$ cat src/rtl/pf_iod_clk_train_pkg.sv
`default_nettype none
// ============================================================================
// Module      : pf_iod_clk_train_pkg
// Description : Shared state encoding, clock-lane patterns and width helper
//               for the IOD clock-training controller.
// Revision    : 1.0 - initial release
// ============================================================================
package pf_iod_clk_train_pkg;

    // Controller state encoding
    localparam logic [3:0] ST_IDLE    = 4'd0;
    localparam logic [3:0] ST_PRESEEK = 4'd1;
    localparam logic [3:0] ST_CLEAR   = 4'd2;
    localparam logic [3:0] ST_SETTLE  = 4'd3;
    localparam logic [3:0] ST_SAMPLE  = 4'd4;
    localparam logic [3:0] ST_EVAL    = 4'd5;
    localparam logic [3:0] ST_STEP    = 4'd6;
    localparam logic [3:0] ST_SEEK    = 4'd7;
    localparam logic [3:0] ST_DONE    = 4'd8;
    localparam logic [3:0] ST_ERR     = 4'd9;

    // A correctly sampled clock lane deserializes to one of these two words
    localparam logic [7:0] CLK_PAT_A = 8'h55;
    localparam logic [7:0] CLK_PAT_B = 8'hAA;

    // Bits needed to index NUM_STEPS phases (ceil(log2(n)))
    function automatic int step_w(input int n);
        int w;
        w = 0;
        for (int i = 0; i < 31; i++) begin
            if ((1 << i) < n) w = i + 1;
        end
        return w;
    endfunction

endpackage
`default_nettype wire

$ cat src/rtl/pf_iod_clk_train_window.sv
`default_nettype none
// ============================================================================
// Module      : pf_iod_clk_train_window
// Description : Tracks the current and best run of clean phase steps and
//               derives the centre of the best run. Outputs are look-ahead:
//               in a valid cycle they already include the step being scored.
// Revision    : 1.0 - initial release
// ============================================================================
module pf_iod_clk_train_window #(
    parameter int STEP_W = 5
) (
    input  logic              clk_i,
    input  logic              rst_n_i,
    input  logic              clear_i,
    input  logic              valid_i,
    input  logic              clean_i,
    input  logic [STEP_W-1:0] idx_i,
    output logic [STEP_W-1:0] best_start_o,
    output logic [STEP_W:0]   best_len_o,
    output logic [STEP_W:0]   centre_o
);

    logic [STEP_W:0]   cur_len_q,    cur_len_d;
    logic [STEP_W-1:0] cur_start_q,  cur_start_d;
    logic [STEP_W:0]   best_len_q,   best_len_d;
    logic [STEP_W-1:0] best_start_q, best_start_d;
    logic [STEP_W:0]   half_len;

    // Score one step: extend or break the current run, keep the first longest
    always_comb begin
        cur_len_d    = cur_len_q;
        cur_start_d  = cur_start_q;
        best_len_d   = best_len_q;
        best_start_d = best_start_q;
        if (valid_i) begin
            if (clean_i) begin
                if (cur_len_q == '0) cur_start_d = idx_i;
                cur_len_d = cur_len_q + 1'b1;
            end else begin
                cur_len_d = '0;
            end
            if (cur_len_d > best_len_q) begin
                best_len_d   = cur_len_d;
                best_start_d = cur_start_d;
            end
        end
    end

    // Tracker registers; clear starts a fresh sweep
    always_ff @(posedge clk_i or negedge rst_n_i) begin
        if (!rst_n_i) begin
            cur_len_q    <= '0;
            cur_start_q  <= '0;
            best_len_q   <= '0;
            best_start_q <= '0;
        end else if (clear_i) begin
            cur_len_q    <= '0;
            cur_start_q  <= '0;
            best_len_q   <= '0;
            best_start_q <= '0;
        end else begin
            cur_len_q    <= cur_len_d;
            cur_start_q  <= cur_start_d;
            best_len_q   <= best_len_d;
            best_start_q <= best_start_d;
        end
    end

    // Centre rounds toward the start of the run; guarded for an empty run
    assign half_len     = (best_len_d == '0) ? '0 : ((best_len_d - 1'b1) >> 1);
    assign centre_o     = {1'b0, best_start_d} + half_len;
    assign best_len_o   = best_len_d;
    assign best_start_o = best_start_d;

endmodule
`default_nettype wire

$ cat src/rtl/pf_iod_clk_train_ctrl.sv
`default_nettype none
// ============================================================================
// Module      : pf_iod_clk_train_ctrl
// Description : Sweeps the HS_IO_CLK phase one step at a time, scores each
//               step from the clock-lane samples and eye-monitor flags, then
//               rotates to the centre of the widest clean window.
// Revision    : 1.0 - initial release
// ============================================================================
module pf_iod_clk_train_ctrl
    import pf_iod_clk_train_pkg::*;
#(
    parameter int  NUM_STEPS  = 32,
    parameter int  SETTLE_CYC = 16,
    parameter int  SAMPLE_CYC = 64,
    parameter int  ROTATE_GAP = 8,
    parameter int  MIN_WINDOW = 4,
    localparam int STEP_W     = step_w(NUM_STEPS)
) (
    input  logic              FAB_CLK,
    input  logic              ARST_N,
    input  logic              TRAIN_START,
    input  logic [7:0]        RX_DATA,
    input  logic              EYE_MONITOR_EARLY,
    input  logic              EYE_MONITOR_LATE,
    output logic              EYE_MONITOR_CLEAR_FLAGS,
    output logic              PHS_ROTATE,
    output logic              PHS_DIRECTION,
    output logic              TRAIN_BUSY,
    output logic              TRAIN_DONE,
    output logic              TRAIN_ERR,
    output logic [STEP_W-1:0] BEST_PHASE,
    output logic [STEP_W:0]   WINDOW_LEN
);

    localparam int                CNT_W     = 16;
    localparam logic [CNT_W-1:0]  SETTLE_LD = CNT_W'(SETTLE_CYC - 1);
    localparam logic [CNT_W-1:0]  SAMPLE_LD = CNT_W'(SAMPLE_CYC - 1);
    localparam logic [CNT_W-1:0]  GAP_LD    = CNT_W'(ROTATE_GAP);
    localparam logic [STEP_W-1:0] LAST_PH   = STEP_W'(NUM_STEPS - 1);

    logic [3:0]        state_q, state_d;
    logic [CNT_W-1:0]  cnt_q, cnt_d;
    logic [STEP_W-1:0] ph_q, ph_d, ph_inc;
    logic              dirty_q, dirty_d;
    logic              rot_q, rot_d;
    logic              clr_q;
    logic              busy_q;
    logic              done_q, done_d;
    logic              err_q, err_d;
    logic [STEP_W-1:0] bp_q, bp_d;
    logic [STEP_W:0]   wl_q, wl_d;
    logic              trk_clr, trk_vld, bad_sample;
    logic [STEP_W-1:0] trk_start;
    logic [STEP_W:0]   trk_len, trk_centre;
    logic              unused_trk_start;

    assign ph_inc     = (ph_q == LAST_PH) ? '0 : ph_q + 1'b1;
    assign bad_sample = EYE_MONITOR_EARLY | EYE_MONITOR_LATE |
                        !((RX_DATA == CLK_PAT_A) || (RX_DATA == CLK_PAT_B));
    // Start of the best run is only observed for debug
    assign unused_trk_start = ^trk_start;

    pf_iod_clk_train_window #(
        .STEP_W (STEP_W)
    ) u_window (
        .clk_i        (FAB_CLK),
        .rst_n_i      (ARST_N),
        .clear_i      (trk_clr),
        .valid_i      (trk_vld),
        .clean_i      (!dirty_q),
        .idx_i        (ph_q),
        .best_start_o (trk_start),
        .best_len_o   (trk_len),
        .centre_o     (trk_centre)
    );

    // Sequencing: every rotate is a one-cycle pulse followed by ROTATE_GAP idle cycles
    always_comb begin
        state_d = state_q;
        cnt_d   = cnt_q;
        ph_d    = ph_q;
        dirty_d = dirty_q;
        rot_d   = 1'b0;
        done_d  = done_q;
        err_d   = err_q;
        bp_d    = bp_q;
        wl_d    = wl_q;
        trk_clr = 1'b0;
        trk_vld = 1'b0;
        case (state_q)
            ST_IDLE, ST_DONE, ST_ERR: begin
                if (TRAIN_START) begin
                    state_d = ST_PRESEEK;
                    cnt_d   = '0;
                    done_d  = 1'b0;
                    err_d   = 1'b0;
                    trk_clr = 1'b1;
                end
            end
            ST_PRESEEK: begin
                if (cnt_q != '0) begin
                    cnt_d = cnt_q - 1'b1;
                end else if (ph_q == '0) begin
                    state_d = ST_CLEAR;
                end else begin
                    rot_d = 1'b1;
                    ph_d  = ph_inc;
                    cnt_d = GAP_LD;
                end
            end
            ST_CLEAR: begin
                state_d = ST_SETTLE;
                cnt_d   = SETTLE_LD;
            end
            ST_SETTLE: begin
                if (cnt_q != '0) begin
                    cnt_d = cnt_q - 1'b1;
                end else begin
                    state_d = ST_SAMPLE;
                    cnt_d   = SAMPLE_LD;
                    dirty_d = 1'b0;
                end
            end
            ST_SAMPLE: begin
                dirty_d = dirty_q | bad_sample;
                if (cnt_q != '0) cnt_d = cnt_q - 1'b1;
                else             state_d = ST_EVAL;
            end
            ST_EVAL: begin
                trk_vld = 1'b1;
                if (ph_q != LAST_PH) begin
                    state_d = ST_STEP;
                    rot_d   = 1'b1;
                    ph_d    = ph_inc;
                    cnt_d   = GAP_LD;
                end else if (int'(trk_len) < MIN_WINDOW) begin
                    state_d = ST_ERR;
                    done_d  = 1'b1;
                    err_d   = 1'b1;
                    bp_d    = '0;
                    wl_d    = trk_len;
                end else if (trk_centre == {1'b0, ph_q}) begin
                    state_d = ST_DONE;
                    done_d  = 1'b1;
                    bp_d    = trk_centre[STEP_W-1:0];
                    wl_d    = trk_len;
                end else begin
                    state_d = ST_SEEK;
                    rot_d   = 1'b1;
                    ph_d    = ph_inc;
                    cnt_d   = GAP_LD;
                end
            end
            ST_STEP: begin
                if (cnt_q != '0) cnt_d = cnt_q - 1'b1;
                else             state_d = ST_CLEAR;
            end
            ST_SEEK: begin
                if (cnt_q != '0) begin
                    cnt_d = cnt_q - 1'b1;
                end else if (trk_centre == {1'b0, ph_q}) begin
                    state_d = ST_DONE;
                    done_d  = 1'b1;
                    bp_d    = trk_centre[STEP_W-1:0];
                    wl_d    = trk_len;
                end else begin
                    rot_d = 1'b1;
                    ph_d  = ph_inc;
                    cnt_d = GAP_LD;
                end
            end
            default: state_d = ST_IDLE;
        endcase
    end

    // State, phase index and registered outputs
    always_ff @(posedge FAB_CLK or negedge ARST_N) begin
        if (!ARST_N) begin
            state_q <= ST_IDLE;
            cnt_q   <= '0;
            ph_q    <= '0;
            dirty_q <= 1'b0;
            rot_q   <= 1'b0;
            clr_q   <= 1'b0;
            busy_q  <= 1'b0;
            done_q  <= 1'b0;
            err_q   <= 1'b0;
            bp_q    <= '0;
            wl_q    <= '0;
        end else begin
            state_q <= state_d;
            cnt_q   <= cnt_d;
            ph_q    <= ph_d;
            dirty_q <= dirty_d;
            rot_q   <= rot_d;
            clr_q   <= (state_d == ST_CLEAR);
            busy_q  <= !((state_d == ST_IDLE) || (state_d == ST_DONE) || (state_d == ST_ERR));
            done_q  <= done_d;
            err_q   <= err_d;
            bp_q    <= bp_d;
            wl_q    <= wl_d;
        end
    end

    assign EYE_MONITOR_CLEAR_FLAGS = clr_q;
    assign PHS_ROTATE              = rot_q;
    assign PHS_DIRECTION           = 1'b1;
    assign TRAIN_BUSY              = busy_q;
    assign TRAIN_DONE              = done_q;
    assign TRAIN_ERR               = err_q;
    assign BEST_PHASE              = bp_q;
    assign WINDOW_LEN              = wl_q;

endmodule
`default_nettype wire

$ cat config.mk
export PLATFORM = sky130hd
export DESIGN_NAME = pf_iod_clk_train_ctrl
export DESIGN_NICKNAME = d
export VERILOG_FILES = /design/src/rtl/pf_iod_clk_train_pkg.sv /design/src/rtl/pf_iod_clk_train_window.sv /design/src/rtl/pf_iod_clk_train_ctrl.sv
export SDC_FILE = /design/constraint.sdc
export NUM_CORES = 1
export LEC_CHECK = 0
export ABC_AREA = 0
export CAP_MARGIN = 20
export CORE_MARGIN = 1.5
export CORE_UTILIZATION = 52
export CTS_BUF_LIST = sky130_fd_sc_hd__clkbuf_2 sky130_fd_sc_hd__clkbuf_4 sky130_fd_sc_hd__clkbuf_8
export DETAILED_ROUTE_END_ITERATION = 10
export PLACE_DENSITY_LB_ADDON = 0.25
export SYNTH_ARGS = -nofsm -noshare
export SYNTH_HDL_FRONTEND = slang
export SYNTH_SLANG_ARGS = --single-unit
export TNS_END_PERCENT = 100
$ cat constraint.sdc
create_clock -name FAB_CLK -period 5.15 [get_ports FAB_CLK]
set_clock_uncertainty 0.2 [all_clocks]
set_input_delay 0.515 -clock FAB_CLK [delete_from_list [all_inputs] [get_ports FAB_CLK]]
set_output_delay 0.515 -clock FAB_CLK [all_outputs]
set_load 0.03 [all_outputs]
==> metrics.md, run 1 <==
| Metric | Value |
|---|---|
| Grt total ovfl | `0` |
| H-tree lvl count | `3` |
| Register area share after synthesis | `0.365` |
| R2r setup slk | `0.13 ns` |
| # IOs | `30` |
| Avg WL per Cell | `17.2 um` |
| Die height | `94.8 um` |
| Final setup viols | `0` |
| Vias in the first global route | `3881` |
| Sequential share of power | `0.446` |
| Mapped Area | `0.00439 sq mm` |
| Number of synthesized flops with an enable pin | `0` |
| Cell internal pwr | `0.854 mW` |
| CP Max Fanout | `4` |
| Syn Area/Cell | `8.81 sq um` |
| # hold bufs at CTS | `0` |
| FFs w/ async S/R, synth | `1.00` |
| RSZ-0062 raised after global routing | `true` |
| Cell Pwr Density | `202 mW/mm^2` |
| ANT cells | `0` |
| Max Slew Vio Count | `0` |
| Post-layout min period | `5.02 ns` |
| Gate power share | `0.121` |
| Synth cell types | `72` |
| Worst setup EP type | `flop` |
| Synthesized instance count | `498` |
| CP peak stage delay | `0.40 ns` |
| Slowest cell on crit path | `dfrtp_1` |
| End of the worst register-to-register path | `ph_q[1]$_DFFE_PN0P_` |
| Vias | `4148` |
| Sw Share | `0.255` |
| Pre-CTS setup slack | `-0.173 ns` |
| Clk sinks | `64` |
| CP Class | `reg2reg` |
| Vias per inst | `6.07` |
| Final Cell Area | `0.00569 sq mm` |
| FP Rows | `33` |
| Starting density of the core | `0.536` |
| Post-Layout Cell Count | `683` |
| Final worst path period share | `0.975` |
| Worst IR drop on VDD | `0.118 mV` |
| Die area | `0.00899 sq mm` |
| Clk pwr share | `0.433` |
| DP Area | `0.00512 sq mm` |
| CTS clk-pin slew, worst paths | `0.08 ns` |
| Number of DRC markers in iteration 0 | `362` |
| FF-to-FF path depth | `23` |
| Leak | `2.55 nW` |
| Arrival @ worst endpoint | `5.05 ns` |
| DRT antenna net count | `0` |
| Hold Vio Cnt, Final | `0` |
| First-pass GRT wire length | `19200 um` |
| P_sw | `0.293 mW` |
| Number of remaining DRC errors | `0` |
| Detailed Routing Iterations Pass 1 | `5` |
| Antenna violations before repair | `0` |
| Yosys reg bits | `64` |
| Crit-path cells | `ha_2 > buf_6 > xnor2_2 > nor2_2 > ha_1 > and4_4 > a31o_4 > a31oi_4 > buf_6 > a2bb2oi_4 > nand2_1 > a31oi_1 > ha_2 > inv_2 > fa_2 > nand2b_4 > o2bb2ai_4 > xnor3_2 > nor3_4 > o22ai_2 > a31oi_2 > inv_2 > mux2_4` |
| Routability Congestion | `0.941` |
| Hold Crit Class | `in2async` |
| Pin slew with the least headroom to its limit | `0.890 ns` |
| Area of the core | `0.00818 sq mm` |
| Fmax | `199 MHz` |
| Dpl hpwl | `8490 um` |
| TritonCTS buffer count | `9` |
| Port bufs | `28` |
| Worst setup SP type | `flop` |
| Hold WS | `0.124 ns` |
| Total nets after synthesis | `530` |
| CTS tree | `built` |
| Setup TNS | `0 ns` |
| Share of cells above drive strength 1 | `0.256` |
| Prevailing post-synth register cell | `dfrtp_1` |
| Worst-Skew Late Latency | `0.35 ns` |
| Max clock buf depth | `2` |
| Setup WS post-layout | `0.130 ns` |
| GRT Util Overall | `0.276` |
| Final net count | `605` |
| Crit Reg-Reg Startpoint | `u_window.cur_len_q[1]$_DFFE_PN0P_` |
| Max-cap violations | `0` |
| Area Overhead vs Synth | `29.7%` |
| Synth warn | `0` |
| Clock root cell | `clkbuf_8` |
| Slew headroom | `0.398` |
| Cell count after placement | `659` |
| Critical path origin | `u_window.cur_len_q[1]$_DFFE_PN0P_` |
| Chip width | `94.8 um` |
| CP required | `5.18 ns` |
| Status | `finished, final reports clean` |
| Largest net degree at the start of global routing | `65` |
| Final wirelength | `11800 um` |
[registers in the layout (all words and copies together) (netlist names), 5 cells and up]
name and count:
cnt_q 16, WINDOW_LEN 6, u_window.best_len_q 6, u_window.cur_len_q 6
BEST_PHASE 5, ph_q 5, u_window.best_start_q 5, u_window.cur_start_q 5
[kinds of logic (layout without fill, tap and decap cells)]
logic type / after synthesis / after routing / share of synthesized area
adder cells (fa/ha/maj): 19 / 19 / 0.0559
multiplexers: 15 / 15 / 0.0371
other: 1 / 1 / 0.000855
buffers and inverters: 55 / 135 / 0.0539
flip-flops: 64 / 64 / 0.365
XOR/XNOR: 15 / 15 / 0.0331
AND/OR/NAND/NOR: 191 / 191 / 0.227
AO/OA/AOI/OAI: 138 / 138 / 0.227
[layout by cell type (no fill, tap or decap), types with 4 or more instances in the layout]
cell type / n
and3_1: 8
o21ai_0: 27
a22o_1: 9
o211ai_1: 4
clkbuf_8: 9
inv_1: 28
nor4bb_1: 4
xnor2_2: 4
a211oi_1: 6
buf_4: 55
nor3_1: 13
a21o_1: 7
mux2i_1: 9
nor3b_1: 4
ha_4: 5
clkdlybuf4s50_1: 27
buf_6: 5
nand2_1: 36
nand3_1: 6
nor4_1: 4
ha_1: 10
xnor2_1: 4
dfrtp_1: 64
nor3_2: 6
xor2_1: 5
a21oi_1: 28
nor2b_1: 9
a221o_1: 10
or3_1: 4
nor2_1: 61
and2_1: 6
[cell usage after synthesis, types with 5 or more instances]
library cell | instances | share of area
nor2b_1 | 11 | 0.016
nand2_1 | 36 | 0.031
xnor2_1 | 8 | 0.016
ha_1 | 18 | 0.051
a22o_1 | 9 | 0.018
a21oi_1 | 31 | 0.035
nor3_1 | 18 | 0.021
xor2_1 | 6 | 0.012
o22ai_1 | 5 | 0.0071
dfrtp_1 | 64 | 0.37
and3_1 | 8 | 0.011
inv_1 | 29 | 0.025
and2_1 | 6 | 0.0086
a211oi_1 | 7 | 0.012
a21o_1 | 7 | 0.012
o21ai_0 | 31 | 0.035
nor2_1 | 63 | 0.054
a221o_1 | 11 | 0.025
mux2i_1 | 11 | 0.025
clkbuf_1 | 12 | 0.010
buf_2 | 9 | 0.010
nand3_1 | 9 | 0.010
[per-stage QoR]
step           utilization  total power, mW
4_1_cts              0.673             1.14
5_1_grt              0.696             1.19
3_5_place_dp         0.626            0.634
2_1_floorplan            -            0.583
3_3_place_gp         0.626            0.631
6_report             0.696             1.15
[worst max-delay path: cells and delay by family (launching register included)]
| kind | cells | cell delay (ns) |
|---|---|---|
| compound gates | 7 | 1.32 |
| xor+xnor | 2 | 0.41 |
| fa+ha+maj | 4 | 1.04 |
| buf+inv | 4 | 0.38 |
| flops | 1 | 0.40 |
| mux | 1 | 0.29 |
| simple gates | 5 | 0.85 |
[routing by layer]
metal | global-route usage | wire length [um] | vias to the layer above | share of wire
met4 | 0.0808 | 299 | 0 | 0.025
met2 | 0.435 | 5570 | 168 | 0.47
met3 | 0.0483 | 710 | 30 | 0.060
li1 | - | - | 1962 | -
met5 | 0 | 0 | - | 0
met1 | 0.388 | 5190 | 1988 | 0.44
[how the worst max path moves through the flow]
stage | end | slack (ns) | depth (start not counted)
finish | ph_q[1]$_DFFE_PN0P_ | 0.13 | 23
global route | ph_q[1]$_DFFE_PN0P_ | -0.08 | 23
CTS | ph_q[1]$_DFFE_PN0P_ | 0.006 | 22
detailed placement | EYE_MONITOR_CLEAR_FLAGS$_DFF_PN0_ | -0.17 | 22
global placement | cnt_q[2]$_DFFE_PN0P_ | 0.002 | 22
floorplan | ph_q[1]$_DFFE_PN0P_ | 0.01 | 22
[power groups by stage]
stage | clock, mW | sequential, mW | combinational [mW]
after floorplan | 0 | 0.521 | 0.0615
after global placement | 0 | 0.521 | 0.111
after global routing | 0.525 | 0.512 | 0.151
after detailed placement | 0 | 0.521 | 0.113
after CTS | 0.503 | 0.511 | 0.123
final | 0.497 | 0.511 | 0.139
[repair_timing]
action / in CTS / in global routing
setup buffers: 4 / 5
resized for setup: 22 / 33
setup endpoints to repair: 34 / 40
pin swaps: 8 / 30
[area by class of cell]
type / count / area, sq um
multi-input combinational: 379 / 2850
fill: 621 / 2490
sequential: 64 / 1600
timing repair buffer: 89 / 764
tap: 105 / 131
clock buffer: 9 / 124
inverter: 30 / 113
clock inverter: 7 / 105
No activity file was read; power rests on OpenSTA's default activity.
==> inputs of run 2 (changes only) <==
- CORE_ASPECT_RATIO: default -> 0.7
- CTS_BUF_LIST: sky130_fd_sc_hd__clkbuf_2 sky130_fd_sc_hd__clkbuf_4 sky130_fd_sc_hd__clkbuf_8 -> default
==> run 2 against run 1 <==
Compared with the run above: the flow now finishes with violations (negative setup slack); maximum frequency decreased by 4.8%; die area about the same; first-iteration DRC count increased by 100%; routed wire length increased by 22%; sequential power about the same; worst hold slack improved by 0.040 ns; final area increased by 7.2%.
==> metrics.md, run 2 (synthesis results as in run 1) <==
| Metric | Value |
|---|---|
| Pin slew with the least headroom to its limit | `1.05 ns` |
| Hold Vio Cnt, Final | `0` |
| Dpl hpwl | `8750 um` |
| Setup WS post-layout | `-0.122 ns` |
| # hold bufs at CTS | `0` |
| Max Slew Vio Count | `0` |
| Final wirelength | `14400 um` |
| DRT antenna net count | `0` |
| Violated checks | `negative setup slack` |
| Worst setup SP type | `flop` |
| RSZ-0062 raised after global routing | `true` |
| FP Rows | `27` |
| CP Max Fanout | `17` |
| R2r setup slk | `-0.12 ns` |
| Fmax | `190 MHz` |
| Slew headroom | `0.288` |
| Arrival @ worst endpoint | `5.30 ns` |
| Clk sinks | `64` |
| H-tree lvl count | `3` |
| Largest net degree at the start of global routing | `65` |
| Number of remaining DRC errors | `0` |
| Commonest non-fill, non-tap cells in the layout | `buf_4, dfrtp_1, nor2_1, nand2_1, clkdlybuf4s50_1` |
| Leak | `2.70 nW` |
| Max clock buf depth | `2` |
| Number of DRC markers in iteration 0 | `725` |
| Cell Pwr Density | `218 mW/mm^2` |
| Worst-Skew Late Latency | `0.33 ns` |
| CTS tree | `built` |
| Antenna violations before repair | `0` |
| CP Class | `reg2reg` |
| Grt total ovfl | `0` |
| Worst IR drop on VDD | `0.198 mV` |
| Area of the core | `0.00801 sq mm` |
| Max reg flops | `16` |
| Final setup viols | `5` |
| Final net count | `620` |
| Vias per inst | `6.64` |
| Setup TNS | `-0.318 ns` |
| Clock root cell | `clkbuf_16` |
| Status | `finished, violations left` |
| Routability Congestion | `1.00` |
| Vias | `4607` |
| Die area | `0.00900 sq mm` |
| Avg WL per Cell | `20.8 um` |
| Share of cells above drive strength 1 | `0.295` |
| Commonest non-fill, non-tap cell in the layout | `buf_4` |
| Final Util | `0.761` |
| CP required | `5.18 ns` |
| Reg with most FFs | `cnt_q` |
| # IOs | `30` |
| ANT cells | `0` |
| Vias in the first global route | `4055` |
| Starting density of the core | `0.548` |
| Max-cap violations | `0` |
| Port bufs | `28` |
| First-pass GRT wire length | `20300 um` |
| TritonCTS buffer count | `9` |
| Final worst path period share | `1.02` |
| CTS clk-pin slew, worst paths | `0.06 ns` |
| GRT Util Overall | `0.291` |
| Post-layout min period | `5.27 ns` |
| Fill count | `491` |
| Detailed Routing Iterations Pass 1 | `6` |
| Area Overhead vs Synth | `39.0%` |
| Worst setup EP type | `flop` |
| Die height | `79.8 um` |
| Chip width | `113 um` |
| Hold Crit Class | `in2async` |
[run 2: cell count changes in the layout (fill, tap and decap cells not counted), moves of 3 or more]
cell / change
a31oi_4: +3
clkbuf_8: -7
o21ai_1: +5
a21oi_1: -3
nor3_4: +3
clkbuf_16: +9
o21ai_0: -5
clkinv_4: -3
buf_4: +12
[run 2: layer usage]
layer | GRT usage | wire length (um)
met4 | 0.0848 | 486
met2 | 0.454 | 6460
met5 | 0 | 0
met1 | 0.407 | 6220
met3 | 0.0638 | 1250
[run 2: stage by stage]
stage          cells  setup slack (ns)  area, sq um  hold slack [ns]  total power, mW
6_report         694            -0.122         6100            0.164             1.33
5_1_grt          694            -0.250         6100            0.235             1.37
4_1_cts          677           -0.0214         5660            0.192             1.28
3_5_place_dp     657            -0.431         5140            0.281            0.634
3_3_place_gp     657            -0.284         5140            0.273            0.629
2_1_floorplan    498            0.0109         4430           0.0194            0.583
[run 2: area by class of cell]
cell class | count | area, sq um | area share
repair buffers | 103 | 911 | 0.149
clock buffers | 12 | 256 | 0.0421
flip-flops and latches | 64 | 1600 | 0.263
multi-input cells | 380 | 3040 | 0.498
well taps | 101 | 126 | 0.0207
clock inverters | 4 | 51.3 | 0.00842
inverters | 30 | 113 | 0.0185
[run 2: what timing repair did]
| action | in CTS | in global routing |
|---|---|---|
| cloned | 0 | 1 |
| buffers inserted | 4 | 17 |
| gates resized for setup | 32 | 60 |
| endpoints found under the setup margin | 40 | 40 |
| pin swaps | 12 | 35 |
[run 2: final timing paths]
path                                                        start                           endpoint  depth (start not counted)
worst max-delay path            u_window.cur_len_q[0]$_DFFE_PN0P_  EYE_MONITOR_CLEAR_FLAGS$_DFF_PN0_                         23
worst min-delay path                                       ARST_N                ph_q[3]$_DFFE_PN0P_                          2
worst max register to register  u_window.cur_len_q[0]$_DFFE_PN0P_  EYE_MONITOR_CLEAR_FLAGS$_DFF_PN0_                         23
worst min register to register          BEST_PHASE[4]$_DFFE_PN0P_          BEST_PHASE[4]$_DFFE_PN0P_                          1
max in group asynchronous                                  ARST_N  u_window.cur_len_q[0]$_DFFE_PN0P_                          2
min in group FAB_CLK                    BEST_PHASE[4]$_DFFE_PN0P_          BEST_PHASE[4]$_DFFE_PN0P_                          1
[run 2: worst max-delay path, cell delays in order (launching register included)]
cell,delay (ns)
dfrtp_1,0.40
and3_4,0.20
and4_1,0.21
or2_4,0.26
ha_4,0.26
and4_4,0.19
a31o_4,0.26
a31oi_4,0.17
buf_12,0.15
buf_16,0.17
and2_4,0.17
nor2_2,0.05
xor2_2,0.19
and2_1,0.17
ha_1,0.28
a21o_1,0.22
a21oi_4,0.17
xnor2_2,0.16
buf_4,0.18
o41ai_4,0.35
nand2_1,0.15
a31oi_4,0.23
inv_2,0.08
nor4_4,0.28
[run 2: power by group]
group	switching, mW	internal, mW
Clock	0.235	0.402
Sequential	0.00499	0.508
Combinational	0.0900	0.0866
Total	0.330	0.997
